--- src/rtl/mips_pkg.sv ---
// Shared encodings for the MIPS pipeline: store opcodes, CP0 exception codes
// and the store-buffer FSM state.
package mips_pkg;

  typedef enum logic [1:0] {
    ST_SW  = 2'b00,
    ST_SH  = 2'b01,
    ST_SB  = 2'b10,
    ST_RSV = 2'b11
  } store_op_e;

  localparam logic [4:0] EXC_ADES = 5'd5;

  typedef enum logic {
    SB_EMPTY = 1'b0,
    SB_FULL  = 1'b1
  } sbuf_state_e;

endpackage

--- src/rtl/m_store_align.sv ---
// Combinational lane steering for stores: byte enables, lane-replicated
// write data and the misalignment flag for the given op and low address bits.
module m_store_align
  import mips_pkg::*;
(
  input  logic [1:0]  op,
  input  logic [1:0]  addr_lo,
  input  logic [31:0] rt,
  output logic [3:0]  byteen,
  output logic [31:0] wdata,
  output logic        ades
);

  // Steer the sub-word into its lanes and flag bad alignment / reserved op.
  always_comb begin
    byteen = '0;
    wdata  = rt;
    ades   = 1'b0;
    case (store_op_e'(op))
      ST_SW: begin
        byteen = '1;
        wdata  = rt;
        ades   = (addr_lo != 2'b00);
      end
      ST_SH: begin
        byteen = addr_lo[1] ? 4'b1100 : 4'b0011;
        wdata  = {2{rt[15:0]}};
        ades   = addr_lo[0];
      end
      ST_SB: begin
        byteen = 4'b0001 << addr_lo;
        wdata  = {4{rt[7:0]}};
        ades   = 1'b0;
      end
      default: begin
        byteen = '0;
        wdata  = rt;
        ades   = 1'b1;
      end
    endcase
  end

endmodule

--- src/rtl/m_store_unit.sv ---
// M-stage store unit: aligns the store, raises AdES, and holds the write in a
// one-entry buffer handshaking with the data-memory bridge.
module m_store_unit
  import mips_pkg::*;
(
  input  logic        clk,
  input  logic        reset,
  input  logic        M_StoreReq,
  input  logic [1:0]  M_StoreOp,
  input  logic [31:0] M_Addr,
  input  logic [31:0] M_RtData,
  input  logic        M_Flush,
  output logic        M_Stall,
  output logic        M_AdES,
  output logic        o_req_valid,
  input  logic        o_req_ready,
  output logic [31:0] o_addr,
  output logic [31:0] o_wdata,
  output logic [3:0]  o_byteen
);

  sbuf_state_e state, state_next;
  logic [3:0]  al_byteen;
  logic [31:0] al_wdata;
  logic        al_ades;
  logic        full;
  logic        accept;

  m_store_align u_align (
    .op      (M_StoreOp),
    .addr_lo (M_Addr[1:0]),
    .rt      (M_RtData),
    .byteen  (al_byteen),
    .wdata   (al_wdata),
    .ades    (al_ades)
  );

  assign full        = (state == SB_FULL);
  assign o_req_valid = full;
  assign M_AdES      = M_StoreReq & al_ades;
  // Exception and flush both suppress the stall; a draining buffer never stalls.
  assign M_Stall     = M_StoreReq & ~M_AdES & ~M_Flush & full & ~o_req_ready;
  assign accept      = M_StoreReq & ~M_AdES & ~M_Flush & ~M_Stall;

  // Buffer occupancy: fill on accept, drain on ready, reload when both happen.
  always_comb begin
    state_next = state;
    case (state)
      SB_EMPTY: if (accept) state_next = SB_FULL;
      SB_FULL:  if (o_req_ready) state_next = accept ? SB_FULL : SB_EMPTY;
      default:  state_next = SB_EMPTY;
    endcase
  end

  // State and buffered write registers; payload only changes on accept.
  always_ff @(posedge clk) begin
    if (reset) begin
      state    <= SB_EMPTY;
      o_addr   <= '0;
      o_wdata  <= '0;
      o_byteen <= '0;
    end else begin
      state <= state_next;
      if (accept) begin
        o_addr   <= {M_Addr[31:2], 2'b00};
        o_wdata  <= al_wdata;
        o_byteen <= al_byteen;
      end
    end
  end

endmodule
--- config.mk ---
export PLATFORM = sky130hd
export DESIGN_NAME = m_store_unit
export DESIGN_NICKNAME = d
export VERILOG_FILES = /design/src/rtl/mips_pkg.sv /design/src/rtl/m_store_align.sv /design/src/rtl/m_store_unit.sv
export SDC_FILE = /design/constraint.sdc
export NUM_CORES = 1
export LEC_CHECK = 0
export CORE_UTILIZATION = 30
export CTS_CLUSTER_DIAMETER = 100
export DETAILED_ROUTE_END_ITERATION = 6
export GPL_TIMING_DRIVEN = 0
export SYNTH_ARGS = -nofsm -noshare
export SYNTH_HDL_FRONTEND = slang
export SYNTH_SLANG_ARGS = --single-unit
--- constraint.sdc ---
create_clock -name clk -period 4.5 [get_ports clk]
set_input_delay 0.45 -clock clk [delete_from_list [all_inputs] [get_ports clk]]
set_output_delay 0.45 -clock clk [all_outputs]
set_load 0.05 [all_outputs]
==> results of run 1 <==
## area by class of cell
| cell class | instances | share of cell area [%] |
|---|---|---|
| timing repair buffer | 138 | 30.3 |
| sequential | 67 | 29.5 |
| multi-input combinational | 251 | 28.5 |
| buffer | 31 | 3.93 |
| clock buffer | 12 | 3.41 |
| tap | 111 | 3.05 |
| clock inverter | 4 | 1.07 |
| inverter | 3 | 0.247 |
## power by group
group          internal [mW]  leakage (nW)  switching [mW]  total (mW)
Combinational          0.152         0.978           0.227       0.379
Clock                  0.286         0.106           0.230       0.516
Sequential             0.623         0.546          0.0154       0.639
## registers in the layout (all words and copies together) (netlist names)
name,cells
o_addr,30
o_byteen,4
o_req_valid,1
o_wdata,32
## worst max-delay path, cell delays in order
cell and delay [ns]:
clkdlybuf4s50_1 0.52, inv_1 0.08, ha_1 0.20, buf_6 0.13, or3_1 0.35, a21boi_0 0.23, and2_1 0.15, clkdlybuf4s50_1 0.79
## worst paths after layout
path	to	slack (ns)	depth (start not counted)
worst min register to register	o_wdata[28]	0.45	2
worst max-delay path	M_Stall	1.14	8
worst min-delay path	o_wdata[28]	0.45	2
worst max register to register	o_wdata[29]	3.12	6
## metal layers
metal  vias up  part of all wire (%)  track usage (%)  wire length (um)
met5         -                     0                0                 0
met4         0                   1.6             6.22               143
met3        12                   6.5             4.61               584
met2       104                    47             31.4              4190
met1      1340                    45             23.4              4010
li1       1492                     -                -                 -
## metrics by stage
stage	total power, mW	cell area (um^2)
6_report	1.53	4550
3_5_place_dp	1.03	4350
2_1_floorplan	0.872	2830
5_1_grt	1.61	4550
3_3_place_gp	1.03	4350
4_1_cts	1.55	4550
## placed cells by master (no fill, tap or decap), types with 4 or more instances in the layout
master and instances:
a21oi_1 49, a221oi_1 8, a22oi_1 8, a311oi_1 8, buf_2 8, buf_6 6
clkbuf_1 13, clkbuf_8 11, clkdlybuf4s50_1 138, dfxtp_1 67, ha_1 4, nand2_1 95
nor2_1 22, nor2b_1 11, nor3_1 20, o211ai_1 8
## cells by family after synthesis
group           Yosys count  share of synthesized area [%]
other cells               1                          0.133
compound gates           88                           20.1
flops                    67                           47.5
simple gates            157                           23.8
buf+inv                  34                           6.73
fa+ha+maj                 4                           1.77
==> key figures, run 1 <==
Worst hold path
  • Hold Path Class: reg2reg
  • Worst Hold Launch: o_wdata[28]

Timing
  • RSZ-0062 raised after global routing: no
  • Relative slew slack: 64.1%
  • Post-route setup TNS: 0 ns
  • Final worst setup slack: 1.14 ns
  • Final worst path period share: 74.6%
  • Final setup fails: 0
  • Max-slew violations: 0
  • WHS: 0.451 ns
  • Min cycle time layout: 3.36 ns
  • Fmax: 298 MHz
  • Final hold vios: 0
  • Worst-margin pin slew: 0.537 ns
  • Skew final: 0.0143 ns

Logic synthesis
  • Most used DFF post-synth: dfxtp_1
  • Top-count cell post-synth: nand2_1
  • Post-synthesis sequential area ratio: 47.5%
  • Post-synth top cells: 95 x nand2_1, 67 x dfxtp_1, 49 x a21oi_1
  • Number of synthesized register bits: 67
  • Synth Instances: 351
  • Post-synth ARST share: 0%
  • Cell variety after synth: 31
  • Mean Syn Cell Area: 8.05 um^2
  • Number of synthesized flops with an enable pin: 0
  • Mapped Area: 2830 um^2
  • Area share of the largest cell type after synthesis: 47.5%
  • Warnings from Yosys: 0
  • Top post-synthesis cells by area: dfxtp_1 47%, nand2_1 13%, a21oi_1 8.7%
  • Post-synth top area cell: dfxtp_1

Worst setup path
  • Crit end category: output port
  • Crit path launch: M_StoreOp[0]
  • Critical path fanouts, max: 8
  • Reg-to-Reg Start: o_req_valid
  • Critical Path AT: 2.91 ns
  • Critical Path Source Type: primary input
  • CP required: 4.05 ns
  • Crit Path Class: in2out

Clock network
  • H-tree depth: 3
  • Clock-pin slew on the worst setup and hold paths: 0.07 ns
  • CTS Hold Bufs: 0
  • CTS Buf Count: 9
  • Root Driver: clkbuf_8
  • CTS sink cnt: 67
  • CTS tree: yes
  • Clock latency on the worst-skew pair: 0.34 ns
  • Clk buf depth: 2
  • CTS resizes: 0
  • Number of post-CTS setup repair buffers: 0

Cells and area
  • Sequential Area: 1340 um^2
  • Final Non-Filler Cells: 617
  • Final core occ: 49.5%
  • Layout cells sized above 1: 7.11%
  • ANT cells: 0
  • Area of the multi-input gates: 1300 um^2
  • Fillers: 935
  • Nets: 576
  • P&R area growth vs syn: 61.1%

Route
  • Antenna Nets Post-Route: 0
  • Vias/cell: 4.78
  • 1st-iter DRT viols: 114
  • 1st-pass router iterations: 4
  • Vias after detailed routing: 2,948
  • Drc violations: 0
  • Drt wl/cell: 14.5 um
  • Detailed-route wire length: 8920 um

Global route
  • Number of global-route vias before repair: 2,840
  • First-pass GRT wire length: 14,300 um
  • Gr usage total: 18.7%
  • Pin count of the biggest net entering global routing: 12
  • Initial antenna violation count: 0
  • Total gr overflow: 0

Power
  • Worst vdd ir: 0.000212 V
  • PwrDens: 337 nW/um^2
  • Leakage: 1.63 nW

Place
  • Pre-CTS setup slack: 1.12 ns
  • Placed insts: 601
  • GPL Wtd Cong: 0.759
  • DP HPWL: 6790 um
  • Number of port buffers: 138

Floorplan
  • Core outline area: 9200 um^2
  • Die Width: 99.1 um
  • Starting density of the core: 30.7%
  • Number of core rows: 35
  • Ports: 142
  • Height of the die: 99.1 um
  • Die area: 9810 um^2

Run
  • MaxCap Viol Count: 0

Outcome
  • Outcome: complete, no violations
(Power assumes the default switching activity.)
==> run 2: changes to the inputs <==
==> constraint.sdc (replaced) <==
create_clock -name clk -period 3.2 [get_ports clk]
set_input_delay 0.32 -clock clk [delete_from_list [all_inputs] [get_ports clk]]
set_output_delay 0.32 -clock clk [all_outputs]
set_load 0.05 [all_outputs]
==> run 2 against run 1 <==
Compared with the run above:
- sequential share of layout area hardly changed
- first-iteration DRC count is the same
- global-route usage is the same
- final cell count did not move
- largest power group unchanged
- register-to-register slack got worse by 1.3 ns
- power increased by 40%
- largest cell class unchanged
- critical path type unchanged
- wire length about the same
- clock power increased by 40%
==> key figures, run 2 (synthesized netlist as in run 1, its figures left out) <==
Worst setup path
  • Reg2reg path depth: 6 (unchanged)
  • Slowest CP cell: clkdlybuf4s50_1
  • Crit path launch: M_StoreOp[0]
  • Crit path largest cell delay: 0.69 ns (-0.10 ns)
  • Reg-to-Reg Start: o_req_valid
  • Crit path max-delay family: buffers and inverters
  • CP required: 2.88 ns (-1.17 ns)
  • Critical Path AT: 2.47 ns (-0.44 ns)
  • Critical path fanouts, max: 8 (unchanged)
  • CP Depth: 7 (-1)
  • Critical Path Source Type: primary input
  • Crit end category: output port
  • Crit Path Class: in2out
  • CP Cell Sequence: clkdlybuf4s50_1, inv_1, ha_1, buf_6, or3_1, and3_1, clkdlybuf4s50_1
  • Buffers & Inverters on Critical Path: 4 (unchanged)
  • Most used cell, CP: clkdlybuf4s50_1

Timing
  • Max-slew violations: 0 (unchanged)
  • Final worst setup slack: 0.405 ns (-0.738 ns)
  • Final hold vios: 0 (unchanged)
  • Skew final: 0.0146 ns (+0.000297 ns)
  • Relative slew slack: 64.1% (unchanged)
  • Post-route setup TNS: 0 ns (unchanged)
  • Fmax: 358 MHz
  • WHS: 0.398 ns (-0.0531 ns)
  • Final worst path period share: 87.3%
  • Min cycle time layout: 2.79 ns
  • RSZ-0062 raised after global routing: no
  • Final setup fails: 0 (unchanged)
  • Worst-margin pin slew: 0.537 ns (unchanged)

Cells and area
  • Number of flip-flops in the largest register: 32 (unchanged)
  • ANT cells: 0 (unchanged)
  • Fillers: 936 (+0.11%)
  • Top reg by flops: o_wdata
  • Final core occ: 49.6% (about the same)
  • Biggest registers after layout: o_wdata (32), o_addr (30), o_byteen (4)
  • P&R area growth vs syn: 61.2% (about the same)
  • Most frequent cells in the layout: 137 x clkdlybuf4s50_1, 95 x nand2_1, 67 x dfxtp_1
  • Nets: 576 (unchanged)
  • Layout cells sized above 1: 7.11% (unchanged)
  • Most common cell after layout, fill and taps aside: clkdlybuf4s50_1

Place
  • Number of port buffers: 138 (unchanged)
  • GPL Wtd Cong: 0.759 (unchanged)
  • Pre-CTS setup slack: 0.0812 ns (-1.04 ns)
  • DP HPWL: 6790 um (unchanged)

Floorplan
  • Starting density of the core: 30.7% (unchanged)
  • Number of core rows: 35 (unchanged)
  • Core outline area: 9200 um^2 (unchanged)
  • Die Width: 99.1 um (unchanged)
  • Height of the die: 99.1 um (unchanged)
  • Die area: 9810 um^2 (unchanged)
  • Ports: 142 (unchanged)

Clock network
  • Clock-pin slew on the worst setup and hold paths: 0.08 ns (about the same)
  • CTS Hold Bufs: 0 (unchanged)
  • Root Driver: clkbuf_8
  • CTS Buf Count: 9 (unchanged)
  • CTS tree: yes
  • H-tree depth: 3 (unchanged)
  • CTS sink cnt: 67 (unchanged)
  • Clk buf depth: 2 (unchanged)
  • Clock latency on the worst-skew pair: 0.33 ns (about the same)

Global route
  • Pin count of the biggest net entering global routing: 12 (unchanged)
  • Met3 Usage GRT: 4.61% (unchanged)
  • Initial antenna violation count: 0 (unchanged)
  • Met1 Use GR: 23.4% (unchanged)
  • Total gr overflow: 0 (unchanged)
  • Gr usage total: 18.7% (unchanged)
  • Busiest grt layer: met2
  • Met2 Use GR: 31.4% (unchanged)
  • Number of global-route vias before repair: 2,840 (unchanged)
  • First-pass GRT wire length: 14,300 um (unchanged)

Run
  • MaxCap Viol Count: 0 (unchanged)

Route
  • Drt wl/cell: 14.5 um (about the same)
  • Vias after detailed routing: 2,948 (unchanged)
  • 1st-iter DRT viols: 114 (unchanged)
  • 1st-pass router iterations: 4 (unchanged)
  • Antenna Nets Post-Route: 0 (unchanged)
  • Vias/cell: 4.78 (unchanged)
  • Drc violations: 0 (unchanged)
  • Detailed-route wire length: 8930 um (about the same)

Worst hold path
  • Hold Path Stages: 2 (unchanged)
  • Worst Hold Launch: reset
  • Hold Path Class: in2reg

Power
  • Tot Pwr: 2.16 mW (+40%)
  • PwrDens: 473 nW/um^2 (+40%)
  • Leakage: 1.65 nW (+1.1%)
  • Worst vdd ir: 0.000298 V (+41%)

Outcome
  • Outcome: complete, no violations
-- run 2: path summary, 6_finish.rpt --
path                                     to  slack, ns
worst min-delay path            o_req_valid       0.40
worst max-delay path                 M_AdES       0.41
worst min register to register  o_wdata[28]       0.45
worst max register to register  o_wdata[29]       1.82
-- run 2: what timing repair did --
action / in CTS / in global routing
setup buffers: 0 / 0
setup endpoints to repair: 0 / 1
resized for setup: 0 / 1
-- run 2: through the flow --
step                instance area [um^2]  cells
floorplan                           2830    352
global placement                    4350    601
detailed placement                  4350    601
CTS                                 4550    617
global route                        4560    617
finish                              4560    617
-- run 2: final cells by class --
class / count / area (um^2) / share of cell area [%]
Sequential cell: 67 / 1340 / 29.4
Tap cell: 111 / 139 / 3.05
Clock inverter: 4 / 48.8 / 1.07
Inverter: 3 / 11.3 / 0.247
Timing Repair Buffer: 138 / 1380 / 30.4
Buffer: 31 / 179 / 3.93
Multi-Input combinational cell: 251 / 1300 / 28.5
Clock buffer: 12 / 155 / 3.40
-- run 2: report_power, final --
part / switching, mW / total [mW] / internal (mW)
registers: 0.0216 / 0.898 / 0.877
logic: 0.319 / 0.533 / 0.214
clock network: 0.321 / 0.723 / 0.402
total: 0.662 / 2.16 / 1.49
-- run 2: routing by layer --
layer / share of wire [%] / wire length, um / vias up
li1: - / - / 1492
met1: 45 / 4030 / 1346
met2: 47 / 4240 / 102
met3: 6.2 / 553 / 8
met4: 1.2 / 105 / 0
met5: 0 / 0 / -
